## config.mk

```make
export PLATFORM = sky130hd
export DESIGN_NAME = ctrl_pipe_flat
export DESIGN_NICKNAME = d
export VERILOG_FILES = /design/src/rtl/ctrl_pipe_if.sv /design/src/rtl/ctrl_pipe.sv /design/src/flat_wrapper.sv
export SDC_FILE = /design/constraint.sdc
export NUM_CORES = 1
export LEC_CHECK = 0
export CORE_MARGIN = 2
export CORE_UTILIZATION = 40
export DETAILED_ROUTE_END_ITERATION = 6
export PLACE_DENSITY_LB_ADDON = 0.3
export SYNTH_ARGS = -nofsm -noshare
export SYNTH_HDL_FRONTEND = slang
export SYNTH_SLANG_ARGS = --single-unit
```

## constraint.sdc

```tcl
create_clock -name clk -period 2.3 [get_ports clk]
set_clock_uncertainty 0.15 [all_clocks]
set_input_delay 0.345 -clock clk [delete_from_list [all_inputs] [get_ports clk]]
set_output_delay 0.345 -clock clk [all_outputs]
set_load 0.01 [all_outputs]
```

## src/rtl/ctrl_pipe_if.sv

```systemverilog
// ctrl_pipe_if: decoder control bundle into the pipeline and per-stage control outputs.
interface ctrl_pipe_if #(parameter int RW = 5, parameter int AOPW = 3);
  logic            id_valid, id_legal;
  logic            id_RegDs, id_Branch, id_MRead, id_MtoR, id_MWrite, id_ALUsrc, id_Urw;
  logic [AOPW-1:0] id_AOp;
  logic [RW-1:0]   id_rs, id_rt, id_rd;
  logic            ex_zero;
  logic            ex_RegDs, ex_ALUsrc;
  logic [AOPW-1:0] ex_AOp;
  logic            mem_Branch, mem_MRead, mem_MWrite;
  logic            wb_MtoR, wb_Urw;
  logic [RW-1:0]   ex_dst, mem_dst, wb_dst;
  logic            pc_src, stall, flush, illegal;
  modport master (
    output id_valid, id_legal, id_RegDs, id_Branch, id_MRead, id_MtoR, id_MWrite, id_ALUsrc,
           id_Urw, id_AOp, id_rs, id_rt, id_rd, ex_zero,
    input  ex_RegDs, ex_ALUsrc, ex_AOp, mem_Branch, mem_MRead, mem_MWrite, wb_MtoR, wb_Urw,
           ex_dst, mem_dst, wb_dst, pc_src, stall, flush, illegal
  );
  modport slave (
    input  id_valid, id_legal, id_RegDs, id_Branch, id_MRead, id_MtoR, id_MWrite, id_ALUsrc,
           id_Urw, id_AOp, id_rs, id_rt, id_rd, ex_zero,
    output ex_RegDs, ex_ALUsrc, ex_AOp, mem_Branch, mem_MRead, mem_MWrite, wb_MtoR, wb_Urw,
           ex_dst, mem_dst, wb_dst, pc_src, stall, flush, illegal
  );
endinterface

```

## src/rtl/ctrl_pipe.sv

```systemverilog
// ctrl_pipe: carries sanitised decoder controls through ID/EX, EX/MEM, MEM/WB with load-use stall and branch flush.
module ctrl_pipe #(
  parameter int RW   = 5,
  parameter int AOPW = 3
) (
  input logic       clk,
  input logic       rst,
  ctrl_pipe_if.slave p
);
  typedef struct packed {
    logic            valid, reg_ds, branch, mread, mtor, mwrite, alusrc, urw;
    logic [AOPW-1:0] aop;
    logic [RW-1:0]   dst;
  } ex_t;
  typedef struct packed {
    logic          branch, mread, mtor, mwrite, urw, zero;
    logic [RW-1:0] dst;
  } mem_t;
  typedef struct packed {
    logic          mtor, urw;
    logic [RW-1:0] dst;
  } wb_t;
  ex_t           ex_q, ex_d;
  mem_t          mem_q, mem_d;
  wb_t           wb_q, wb_d;
  logic          illegal_q, illegal_d;
  logic          pc_src, hazard, stall, accept;
  logic [RW-1:0] id_dst;
  always_comb begin
    pc_src    = mem_q.branch & mem_q.zero;
    // rt is a source only for stores/branches (no write) or R-type (writes rd)
    hazard    = ex_q.valid & ex_q.mread & (ex_q.dst != '0) &
                ((ex_q.dst == p.id_rs) | ((ex_q.dst == p.id_rt) & (~p.id_Urw | p.id_RegDs)));
    stall     = p.id_valid & hazard & ~pc_src;
    accept    = p.id_valid & p.id_legal & ~stall & ~pc_src;
    id_dst    = p.id_Urw ? (p.id_RegDs ? p.id_rd : p.id_rt) : '0;
    ex_d      = accept ? ex_t'{valid: 1'b1, reg_ds: p.id_RegDs & p.id_Urw, branch: p.id_Branch,
                               mread: p.id_MRead, mtor: p.id_MtoR & p.id_Urw, mwrite: p.id_MWrite,
                               alusrc: p.id_ALUsrc, urw: p.id_Urw & (id_dst != '0),
                               aop: p.id_AOp, dst: id_dst} : '0;
    mem_d     = pc_src ? '0 : mem_t'{branch: ex_q.branch, mread: ex_q.mread, mtor: ex_q.mtor,
                                     mwrite: ex_q.mwrite, urw: ex_q.urw, zero: p.ex_zero,
                                     dst: ex_q.dst};
    wb_d      = wb_t'{mtor: mem_q.mtor, urw: mem_q.urw, dst: mem_q.dst};
    illegal_d = p.id_valid & ~p.id_legal & ~stall & ~pc_src;
  end
  always_ff @(posedge clk) begin
    if (rst) begin
      ex_q      <= '0;
      mem_q     <= '0;
      wb_q      <= '0;
      illegal_q <= 1'b0;
    end else begin
      ex_q      <= ex_d;
      mem_q     <= mem_d;
      wb_q      <= wb_d;
      illegal_q <= illegal_d;
    end
  end
  assign p.ex_RegDs   = ex_q.reg_ds;
  assign p.ex_AOp     = ex_q.aop;
  assign p.ex_ALUsrc  = ex_q.alusrc;
  assign p.ex_dst     = ex_q.dst;
  assign p.mem_Branch = mem_q.branch;
  assign p.mem_MRead  = mem_q.mread;
  assign p.mem_MWrite = mem_q.mwrite;
  assign p.mem_dst    = mem_q.dst;
  assign p.wb_MtoR    = wb_q.mtor;
  assign p.wb_Urw     = wb_q.urw;
  assign p.wb_dst     = wb_q.dst;
  assign p.pc_src     = pc_src;
  assign p.flush      = pc_src;
  assign p.stall      = stall;
  assign p.illegal    = illegal_q;
endmodule

```

## src/flat_wrapper.sv

```systemverilog
// flat-port wrapper written by rule: the top's interface ports become plain ports
module ctrl_pipe_flat 
#(
  parameter int RW   = 5,
  parameter int AOPW = 3
)
  (clk, rst, p_id_valid, p_id_legal, p_id_RegDs, p_id_Branch, p_id_MRead, p_id_MtoR, p_id_MWrite, p_id_ALUsrc, p_id_Urw, p_id_AOp, p_id_rs, p_id_rt, p_id_rd, p_ex_zero, p_ex_RegDs, p_ex_ALUsrc, p_ex_AOp, p_mem_Branch, p_mem_MRead, p_mem_MWrite, p_wb_MtoR, p_wb_Urw, p_ex_dst, p_mem_dst, p_wb_dst, p_pc_src, p_stall, p_flush, p_illegal);
  ctrl_pipe_if #(.RW(RW), .AOPW(AOPW)) p_i ();
  input logic clk;
  input logic rst;
  input wire logic [$bits(p_i.id_valid)-1:0] p_id_valid;
  input wire logic [$bits(p_i.id_legal)-1:0] p_id_legal;
  input wire logic [$bits(p_i.id_RegDs)-1:0] p_id_RegDs;
  input wire logic [$bits(p_i.id_Branch)-1:0] p_id_Branch;
  input wire logic [$bits(p_i.id_MRead)-1:0] p_id_MRead;
  input wire logic [$bits(p_i.id_MtoR)-1:0] p_id_MtoR;
  input wire logic [$bits(p_i.id_MWrite)-1:0] p_id_MWrite;
  input wire logic [$bits(p_i.id_ALUsrc)-1:0] p_id_ALUsrc;
  input wire logic [$bits(p_i.id_Urw)-1:0] p_id_Urw;
  input wire logic [$bits(p_i.id_AOp)-1:0] p_id_AOp;
  input wire logic [$bits(p_i.id_rs)-1:0] p_id_rs;
  input wire logic [$bits(p_i.id_rt)-1:0] p_id_rt;
  input wire logic [$bits(p_i.id_rd)-1:0] p_id_rd;
  input wire logic [$bits(p_i.ex_zero)-1:0] p_ex_zero;
  output wire logic [$bits(p_i.ex_RegDs)-1:0] p_ex_RegDs;
  output wire logic [$bits(p_i.ex_ALUsrc)-1:0] p_ex_ALUsrc;
  output wire logic [$bits(p_i.ex_AOp)-1:0] p_ex_AOp;
  output wire logic [$bits(p_i.mem_Branch)-1:0] p_mem_Branch;
  output wire logic [$bits(p_i.mem_MRead)-1:0] p_mem_MRead;
  output wire logic [$bits(p_i.mem_MWrite)-1:0] p_mem_MWrite;
  output wire logic [$bits(p_i.wb_MtoR)-1:0] p_wb_MtoR;
  output wire logic [$bits(p_i.wb_Urw)-1:0] p_wb_Urw;
  output wire logic [$bits(p_i.ex_dst)-1:0] p_ex_dst;
  output wire logic [$bits(p_i.mem_dst)-1:0] p_mem_dst;
  output wire logic [$bits(p_i.wb_dst)-1:0] p_wb_dst;
  output wire logic [$bits(p_i.pc_src)-1:0] p_pc_src;
  output wire logic [$bits(p_i.stall)-1:0] p_stall;
  output wire logic [$bits(p_i.flush)-1:0] p_flush;
  output wire logic [$bits(p_i.illegal)-1:0] p_illegal;
  assign p_i.id_valid = p_id_valid;
  assign p_i.id_legal = p_id_legal;
  assign p_i.id_RegDs = p_id_RegDs;
  assign p_i.id_Branch = p_id_Branch;
  assign p_i.id_MRead = p_id_MRead;
  assign p_i.id_MtoR = p_id_MtoR;
  assign p_i.id_MWrite = p_id_MWrite;
  assign p_i.id_ALUsrc = p_id_ALUsrc;
  assign p_i.id_Urw = p_id_Urw;
  assign p_i.id_AOp = p_id_AOp;
  assign p_i.id_rs = p_id_rs;
  assign p_i.id_rt = p_id_rt;
  assign p_i.id_rd = p_id_rd;
  assign p_i.ex_zero = p_ex_zero;
  assign p_ex_RegDs = p_i.ex_RegDs;
  assign p_ex_ALUsrc = p_i.ex_ALUsrc;
  assign p_ex_AOp = p_i.ex_AOp;
  assign p_mem_Branch = p_i.mem_Branch;
  assign p_mem_MRead = p_i.mem_MRead;
  assign p_mem_MWrite = p_i.mem_MWrite;
  assign p_wb_MtoR = p_i.wb_MtoR;
  assign p_wb_Urw = p_i.wb_Urw;
  assign p_ex_dst = p_i.ex_dst;
  assign p_mem_dst = p_i.mem_dst;
  assign p_wb_dst = p_i.wb_dst;
  assign p_pc_src = p_i.pc_src;
  assign p_stall = p_i.stall;
  assign p_flush = p_i.flush;
  assign p_illegal = p_i.illegal;
  ctrl_pipe #(.RW(RW), .AOPW(AOPW)) u_core (.clk(clk), .rst(rst), .p(p_i));
endmodule
```

After elaboration in Yosys (flattened, before gate mapping). Cells that the tools add are included. Widths: inputs -> output; s select.

Bits in registers: 35. Input bits: 30. Output and inout bits: 29. Word-level logic and storage cells: 53.

Equal/unequal tests: 2. Mux-type cells: 3. Bitwise operators: 23. Reduce and logical (&&, ||, !) cells: 4.

Operator list (number): $and 1x1->1 (16); $mux 16 (1); $eq 5x5->1 (2); $mux 5 (2); $reduce_bool 5->1 (2); $not 1->1 (5); $reduce_or 2->1 (2); $or 1x1->1 (2).

Longest topological paths before layout. Gate-level depths: netlist (run 1).

Depth after elaboration: 12. Mapped depth: 8. Depth with buffers taken out: 6.

Least setup slack after synthesis (run 1). No wires, ideal clock.

Kind: flip-flop to flip-flop. From: register u_core.ex_q, in the netlist u_core.p.ex_dst[4]. To: register u_core.ex_q, in the netlist u_core.p.ex_dst[0]. Library setup time: 0.116 ns. Arrival time: 1.675 ns. Required time: 2.034 ns. Slack: 0.360 ns. Stages on the path, launching flop included: 8. Clock period less this slack: 1.940 ns. Cells stage by stage: dfxtp_1 > xor2_1 > nor4_2 > a22oi_1 > o41ai_4 > inv_2 > buf_6 > and3_1.

Cells in the longest elaborated chain, start to end: 11. Elaborated cells between the ends (all ways): 14. Those cells by class: eq/ne: 2; bitwise: 10; reduce/logical: 2.

RTL lines: start, declared (line ctrl_pipe.sv:23) `ex_t ex_q, ex_d;`; start signal, assigned (line ctrl_pipe.sv:49) `ex_q <= '0;`; start signal, assigned (line ctrl_pipe.sv:54) `ex_q <= ex_d;`; $eq 5x5->1 (line ctrl_pipe.sv:33) `((ex_q.dst == p.id_rs) | ((ex_q.dst == p.id_rt) & (~p.id_Urw | p.id_RegDs)));`; $and 1x1->1 (line ctrl_pipe.sv:33); $or 1x1->1 (line ctrl_pipe.sv:33); $and 1x1->1 * (line ctrl_pipe.sv:32) `hazard = ex_q.valid & ex_q.mread & (ex_q.dst != '0) &`; $and 1x1->1 * (2 in a row) (line ctrl_pipe.sv:34) `stall = p.id_valid & hazard & ~pc_src;`; $not 1->1 * (line ctrl_pipe.sv:35) `accept = p.id_valid & p.id_legal & ~stall & ~pc_src;`; $and 1x1->1 * (2 in a row) (line ctrl_pipe.sv:35); $not 1->1 (no source line) *; $reduce_or 2->1 (no source line) *.

Every way passes the cells marked *; elsewhere a longest branch is shown, timed or not. A chain may end at the register's enable or synchronous reset.

Final worst setup path (run 1).
From: register u_core.ex_q, in the netlist u_core.p.ex_dst[1]. To: output port p_stall.

Cells in the longest elaborated chain, start to end: 6. Elaborated cells between the ends (all ways): 9. Those cells by class: eq/ne: 2; bitwise: 6; reduce/logical: 1.

RTL lines: $eq 5x5->1 (line ctrl_pipe.sv:33); $and 1x1->1 (line ctrl_pipe.sv:33); $or 1x1->1 (line ctrl_pipe.sv:33); $and 1x1->1 * (line ctrl_pipe.sv:32); $and 1x1->1 * (2 in a row) (line ctrl_pipe.sv:34); end, declared (line flat_wrapper.sv:37) `output wire logic [$bits(p_i.stall)-1:0] p_stall;`.

Marks and branches as above.

==> results of run 1 <==
worst reg2reg max path, stage by stage, from the launching register on:
cell     delay [ns]
dfxtp_1        0.35
xor2_1         0.18
nor4_2         0.30
a22oi_2        0.15
buf_4          0.16
o41ai_4        0.36
inv_2          0.15
and3_1         0.21
cell usage after synthesis (all sizes together), types with 2 or more instances:
cell type and number:
nor4 2, nor2b 7, nand2 4, inv 2, xor2 10, buf 16
mux2 5, nor2 6, dfxtp 35, and3 5, nor3 2, and2 19
placed cells by master, fill, tap and decap left out, drive strengths merged, types with 2 or more instances in the layout:
master / count
nand2: 4
dfxtp: 35
and2: 19
inv: 2
mux2: 5
nor3: 2
dlymetal6s2s: 2
nor4: 2
nor2b: 7
nor2: 6
clkbuf: 6
buf: 19
xor2: 10
and3: 5
clkdlybuf4s50: 55
state kept, by name (all words and copies together) (netlist names), 3 cells and up:
register,flops
u_core.p.mem_dst,5
u_core.p.wb_dst,5
u_core.p.ex_dst,5
u_core.mem_q,3
u_core.ex_q,6
u_core.p.ex_AOp,3
through the flow:
stage | setup slack, ns | hold WS [ns] | utilization (%) | cells
final | 0.0476 | 0.287 | 66.6 | 232
after global placement | -0.591 | 0.261 | 63.3 | 224
after CTS | 0.0271 | 0.288 | 66.4 | 232
after detailed placement | -0.595 | 0.263 | 63.3 | 224
after global routing | -0.0316 | 0.320 | 66.6 | 232
after floorplan | 0.360 | 0.256 | - | 121
worst max-delay path by stage:
| stage | startpoint | endpoint | slack, ns |
|---|---|---|---|
| floorplan | u_core.p.ex_dst[4]$_SDFF_PP0_ | u_core.p.ex_dst[0]$_SDFF_PP0_ | 0.36 |
| global placement | p_id_rt[1] | p_stall | -0.59 |
| detailed placement | p_id_rt[1] | p_stall | -0.60 |
| CTS | u_core.p.ex_dst[1]$_SDFF_PP0_ | p_stall | 0.03 |
| global route | p_id_rt[2] | p_stall | -0.03 |
| finish | u_core.p.ex_dst[1]$_SDFF_PP0_ | p_stall | 0.05 |
routing by layer:
metal	vias to the layer above	global-route usage, %
li1	508	-
met1	455	17.0
met2	36	27.7
met3	5	6.30
met4	0	9.01
met5	-	0
power by group:
group / total [W] / switching [W] / internal, W
Clock: 0.000458 / 0.000201 / 0.000257
Combinational: 0.000138 / 0.0000496 / 0.0000880
Sequential: 0.000622 / 0.00000415 / 0.000618
repair_timing:
item                       in CTS  in global routing
resized for setup               7                  2
pin swaps                       2                  0
buffers inserted                0                  0
setup endpoints to repair       1                  1
hold endpoints to repair        0                  0
logic make-up (layout without fill, tap and decap cells):
family / Yosys count / after routing
AO/OA/AOI/OAI: 5 / 5
XOR/XNOR: 10 / 10
buffers and inverters: 19 / 86
flip-flops: 35 / 35
multiplexers: 5 / 5
AND/OR/NAND/NOR: 47 / 47
final cells by class:
cell class | count | area [um2]
inverters | 2 | 7.51
fillers | 264 | 1030
clock inverters | 2 | 35.0
well taps | 44 | 55.1
clock buffers | 6 | 51.3
multi-input cells | 67 | 484
repair buffers | 76 | 716
flip-flops and latches | 35 | 701
==> out/results.ini, run 1 <==
[sta]
drv_slew=0
setup_viol=0
period_share_pct=97.9
finalHoldViolations=0
period_minus_slack_ns=2.25
rsz0062_at_grt=true
slew_headroom_pct=80.8
fmax_ghz=0.444
setup-tns-final_ns=0
tightest_slew_ns=0.285

[floorplan]
start_util_pct=42.4
num_rows=20
fp.dieH_um=61.1
dieWidth_um=61.1
coreArea_um2=3080
num_io_pins=59
dieArea_um2=3730

[detailed_routing]
detail-route-antenna-nets=0
viasPerCell=4.33
highest_layer=met4
wl_met3_um=198
first_pass_iters=2
drc=0
wl_per_cell_um=12.3
drt-met1-wl_mm=1.08
route.met2.wl_mm=1.53
wirelength_mm=2.85
drt_iter0_markers=13
vias=1004

[setup_path]
ff2ff_setup_slack_ns=0.20
ff2ff_path_depth=7
slowest_delay_ns=0.55
critPathKind=register to primary output
crit_family=simple AND/OR/NAND/NOR gates
path_cells=buf_4 -> or4_1 -> nor2_2 -> nor4_2 -> buf_2
crit_cells=5
r2r_start=u_core.p.ex_dst[3]$_SDFF_PP0_
r2r-end=u_core.p.ex_RegDs$_SDFF_PP0_
worst_ep_arrival_time_ns=1.76
crit_buf_inv=2
crit_slowest_cell=or4_1
endpoint_kind=primary output
critPathMaxFanout=3
crit_required_ns=1.80
worstSetupStartpointType=register

[cts]
htree_levels=2
cts-root-buf=clkbuf_4
cts.path.max_buffers=2
cts.reportedPaths.clkPinSlew_ns=0.11
clock_latency_ns=0.34
cts_buffers=5
postCtsHoldBufs=0
cts_sinks=35
tritoncts=yes

[global_route]
grt_antenna_before_repair=0
grt.total_usage_pct=16.2
grt_overflow_total=0
grt_pass1_vias=951
grt_max_degree=13
grt_first_pass_wirelength_mm=4.18

[min_path]
min_from=u_core.ex_q[8]$_SDFF_PP0_
min_to=u_core.mem_q[6]$_SDFF_PP0_
holdCritPathClass=register to register
whs_path_depth=1

[power]
p_leak_nw=0.887
powerDensity_nw_per_um2=594
total_power_w=0.00122
ir_drop_mv=0.439

[yosys]
synth_top_family_by_area=simple AND/OR/NAND/NOR gates
synthMuxAreaShare_pct=4.32
synth_area_leaders=dfxtp_1 54%, and2_1 9.1%, buf_4 8.1%
synth_top_area_cell=dfxtp_1
synth-adder-area-share_pct=0
async_reset_ff_share_pct=0
synth_top_area_share_pct=53.7
ys_warn_count=0
syn_area_um2=1300
ys.flop_type=dfxtp_1
synth_xor_area_share_pct=6.72
syn_area_per_cell_um2=10.8
synth-edff-count=0
syn-num-nets=151
synthDistinctLibCells=24
synth-seq-cells=35
yosys.area_share.simple_pct=20.9
synthCells=121
synth_seq_area_share_pct=53.7
synth_compound_area_share_pct=4.13

[layout]
stdcell_area_um2=2050
drive_gt1_share_pct=20.2
layout.nets=217
area_growth_pct=57.2
n_antenna_cell=0

[place]
portBuffers=58
hpwl_mm=2.17
gp_congestion=0.817
placed_cell_area_um2=1950

[job]
drv_cap=0

[status]
status=finished clean

No activity file was read; power rests on OpenSTA's default activity.
==> inputs of run 2 (changes only) <==
- CORE_MARGIN: 2 -> 5
- CORE_UTILIZATION: 40 -> 42
- CTS_BUF_LIST: default -> sky130_fd_sc_hd__clkbuf_8
==> out/results.ini, run 2 (synthesis results as in run 1) <==
[layout]
layout_commonest_cell=clkdlybuf4s50_1  ; unchanged
drive_gt1_share_pct=19.1  ; was 20.2%
layout.nets=217  ; unchanged
stdcell_area_um2=2030  ; was 2050 um2
fin_cells=221  ; was 232
layout_common_cells=53 x clkdlybuf4s50_1, 34 x dfxtp_1, 19 x and2_1, 18 x buf_4, 10 x xor2_1  ; was 55 x clkdlybuf4s50_1, 35 x dfxtp_1, 19 x and2_1, 18 x buf_4, 10 x xor2_1
top_register=u_core.ex_q  ; unchanged
largest_register_ffs=6  ; unchanged
n_antenna_cell=0  ; unchanged
area_growth_pct=56.0  ; was 57.2%

[setup_path]
cp-startpoint=p_id_rs[0]  ; was u_core.p.ex_dst[1]$_SDFF_PP0_
worstSetupStartpointType=input pin  ; was register
crit_slowest_cell=clkdlybuf4s50_1  ; was or4_1
slowest_delay_ns=0.43  ; was 0.55 ns
critPathKind=input pin to primary output  ; was register to primary output
ff2ff_setup_slack_ns=0.25  ; was 0.20 ns
endpoint_kind=primary output  ; unchanged
critPathMaxFanout=2  ; was 3
r2r_start=u_core.p.ex_dst[3]$_SDFF_PP0_  ; unchanged
crit_required_ns=1.80  ; about the same
path_cells=clkdlybuf4s50_1 -> xor2_1 -> nor3_1 -> a22oi_2 -> nor4_2 -> buf_2  ; was buf_4 -> or4_1 -> nor2_2 -> nor4_2 -> buf_2
ff2ff_path_depth=7  ; unchanged
worst_ep_arrival_time_ns=1.78  ; was 1.76 ns
r2r-end=u_core.p.ex_RegDs$_SDFF_PP0_  ; unchanged

[detailed_routing]
wl_per_cell_um=12.7  ; was 12.3 um
drc=0  ; unchanged
drt_iter0_markers=7  ; was 13
wirelength_mm=2.80  ; was 2.85 mm
vias=998  ; was 1004
detail-route-antenna-nets=0  ; unchanged
viasPerCell=4.52  ; was 4.33
first_pass_iters=2  ; unchanged

[global_route]
grt_antenna_before_repair=0  ; unchanged
grt_max_degree=13  ; unchanged
grt_first_pass_wirelength_mm=4.56  ; was 4.18 mm
grt_overflow_total=0  ; unchanged
grt.total_usage_pct=14.0  ; was 16.2%
grt_pass1_vias=1060  ; was 951

[cts]
cts.path.max_buffers=2  ; unchanged
cts_sinks=35  ; unchanged
cts-root-buf=clkbuf_8  ; was clkbuf_4
cts.reportedPaths.clkPinSlew_ns=0.06  ; was 0.11 ns
tritoncts=yes  ; unchanged
htree_levels=2  ; unchanged
cts_buffers=5  ; unchanged
clock_latency_ns=0.28  ; was 0.34 ns

[sta]
finalHoldViolations=0  ; unchanged
setup_viol=0  ; unchanged
tightest_slew_ns=0.273  ; was 0.285 ns
period_share_pct=98.9  ; was 97.9%
slew_headroom_pct=81.6  ; was 80.8%
period_minus_slack_ns=2.27  ; was 2.25 ns
drv_slew=0  ; unchanged
whs_ns=0.277  ; was 0.287 ns
fmax_ghz=0.440  ; was 0.444 GHz
rsz0062_at_grt=true  ; unchanged

[job]
drv_cap=0  ; unchanged

[power]
powerDensity_nw_per_um2=568  ; was 594 nW/um2
p_leak_nw=0.900  ; was 0.887 nW
switching_power_w=0.000248  ; was 0.000255 W
swShare_pct=21.5  ; was 20.9%
power_frac_seq_pct=53.8  ; was 51.1%
power.share.clock_pct=34.7  ; was 37.6%
p_int_w=0.000906  ; was 0.000962 W
power_frac_comb_pct=11.5  ; was 11.3%
ir_drop_mv=0.371  ; was 0.439 mV

[place]
portBuffers=58  ; unchanged
gp_congestion=0.771  ; was 0.817
placed_cell_area_um2=1910  ; was 1950 um2
post-place-cells=210  ; was 224
hpwl_mm=2.32  ; was 2.17 mm

[floorplan]
dieArea_um2=4320  ; was 3730 um2
fp.dieH_um=65.7  ; was 61.1 um
start_util_pct=43.4  ; was 42.4%
num_io_pins=59  ; unchanged
coreArea_um2=3000  ; was 3080 um2
dieWidth_um=65.7  ; was 61.1 um
num_rows=20  ; unchanged

[status]
status=finished clean  ; unchanged

[min_path]
holdCritPathClass=register to register  ; unchanged
min_from=u_core.ex_q[8]$_SDFF_PP0_  ; unchanged
min_to=u_core.mem_q[6]$_SDFF_PP0_  ; unchanged
whs_path_depth=1  ; unchanged

==> run 2: cell types whose count changed in the layout (fill, tap and decap cells not counted), sizes merged <==
cell / before / now
clkdlybuf4s50: 55 / 53
bufinv: 1 / 0
dlymetal6s2s: 2 / 3
dlygate4sd2: 0 / 1
inv: 2 / 4
clkbuf: 6 / 5
==> run 2: final cells by class <==
| class | instances | area (um2) |
|---|---|---|
| fill | 243 | 970 |
| timing repair buffer | 76 | 717 |
| sequential | 35 | 704 |
| multi-input combinational | 67 | 482 |
| clock buffer | 5 | 68.8 |
| tap | 33 | 41.3 |
| clock inverter | 3 | 12.5 |
| inverter | 2 | 7.51 |
==> run 2: layer usage <==
| layer | part of all wire, % | global-route usage [%] | up-vias |
|---|---|---|---|
| li1 | - | - | 505 |
| met4 | 0.75 | 5.44 | 0 |
| met1 | 37 | 13.0 | 454 |
| met3 | 6.6 | 4.96 | 4 |
| met2 | 56 | 27.2 | 35 |
| met5 | 0 | 0 | - |
==> run 2: stage by stage <==
stage / utilization (%) / total power [W] / setup TNS (ns) / worst slack, ns
final: 67.7 / 0.00115 / 0 / 0.0254
after global placement: 63.7 / 0.000765 / -2.74 / -0.579
after CTS: 66.8 / 0.00117 / 0 / 0.00295
after detailed placement: 63.7 / 0.000769 / -3.49 / -0.628
after floorplan: - / 0.000686 / 0 / 0.360
after global routing: 67.7 / 0.00121 / -0.0666 / -0.0666
==> run 2: how the worst max path moves through the flow <==
stage / end / slack [ns] / depth (start not counted)
6_report: p_stall / 0.03 / 6
5_1_grt: p_stall / -0.07 / 5
4_1_cts: p_stall / 0.003 / 6
3_5_place_dp: p_stall / -0.63 / 6
3_3_place_gp: p_stall / -0.58 / 6
2_1_floorplan: u_core.p.ex_dst[0]$_SDFF_PP0_ / 0.36 / 7
==> run 2: timing repair <==
item	4_1_cts	5_1_grt
setup endpoints to repair	1	12
resized for setup	7	5
gates cloned	0	0
pin swaps	3	3
setup buffers	1	2
hold buffers	0	0
==> run 2: power groups by stage <==
stage | Sequential [W] | Clock (W) | Combinational [W]
detailed placement | 0.000636 | 0 | 0.000133
CTS | 0.000622 | 0.000413 | 0.000134
global placement | 0.000635 | 0 | 0.000130
global route | 0.000622 | 0.000439 | 0.000144
finish | 0.000621 | 0.000401 | 0.000133
floorplan | 0.000637 | 0 | 0.0000489
==> run 2: critical path, delay by kind of cell <==
family | cells | cell delay (ns)
AO/OA/AOI/OAI | 1 | 0.10
AND/OR/NAND/NOR | 2 | 0.55
buffers and inverters | 2 | 0.63
XOR/XNOR | 1 | 0.16
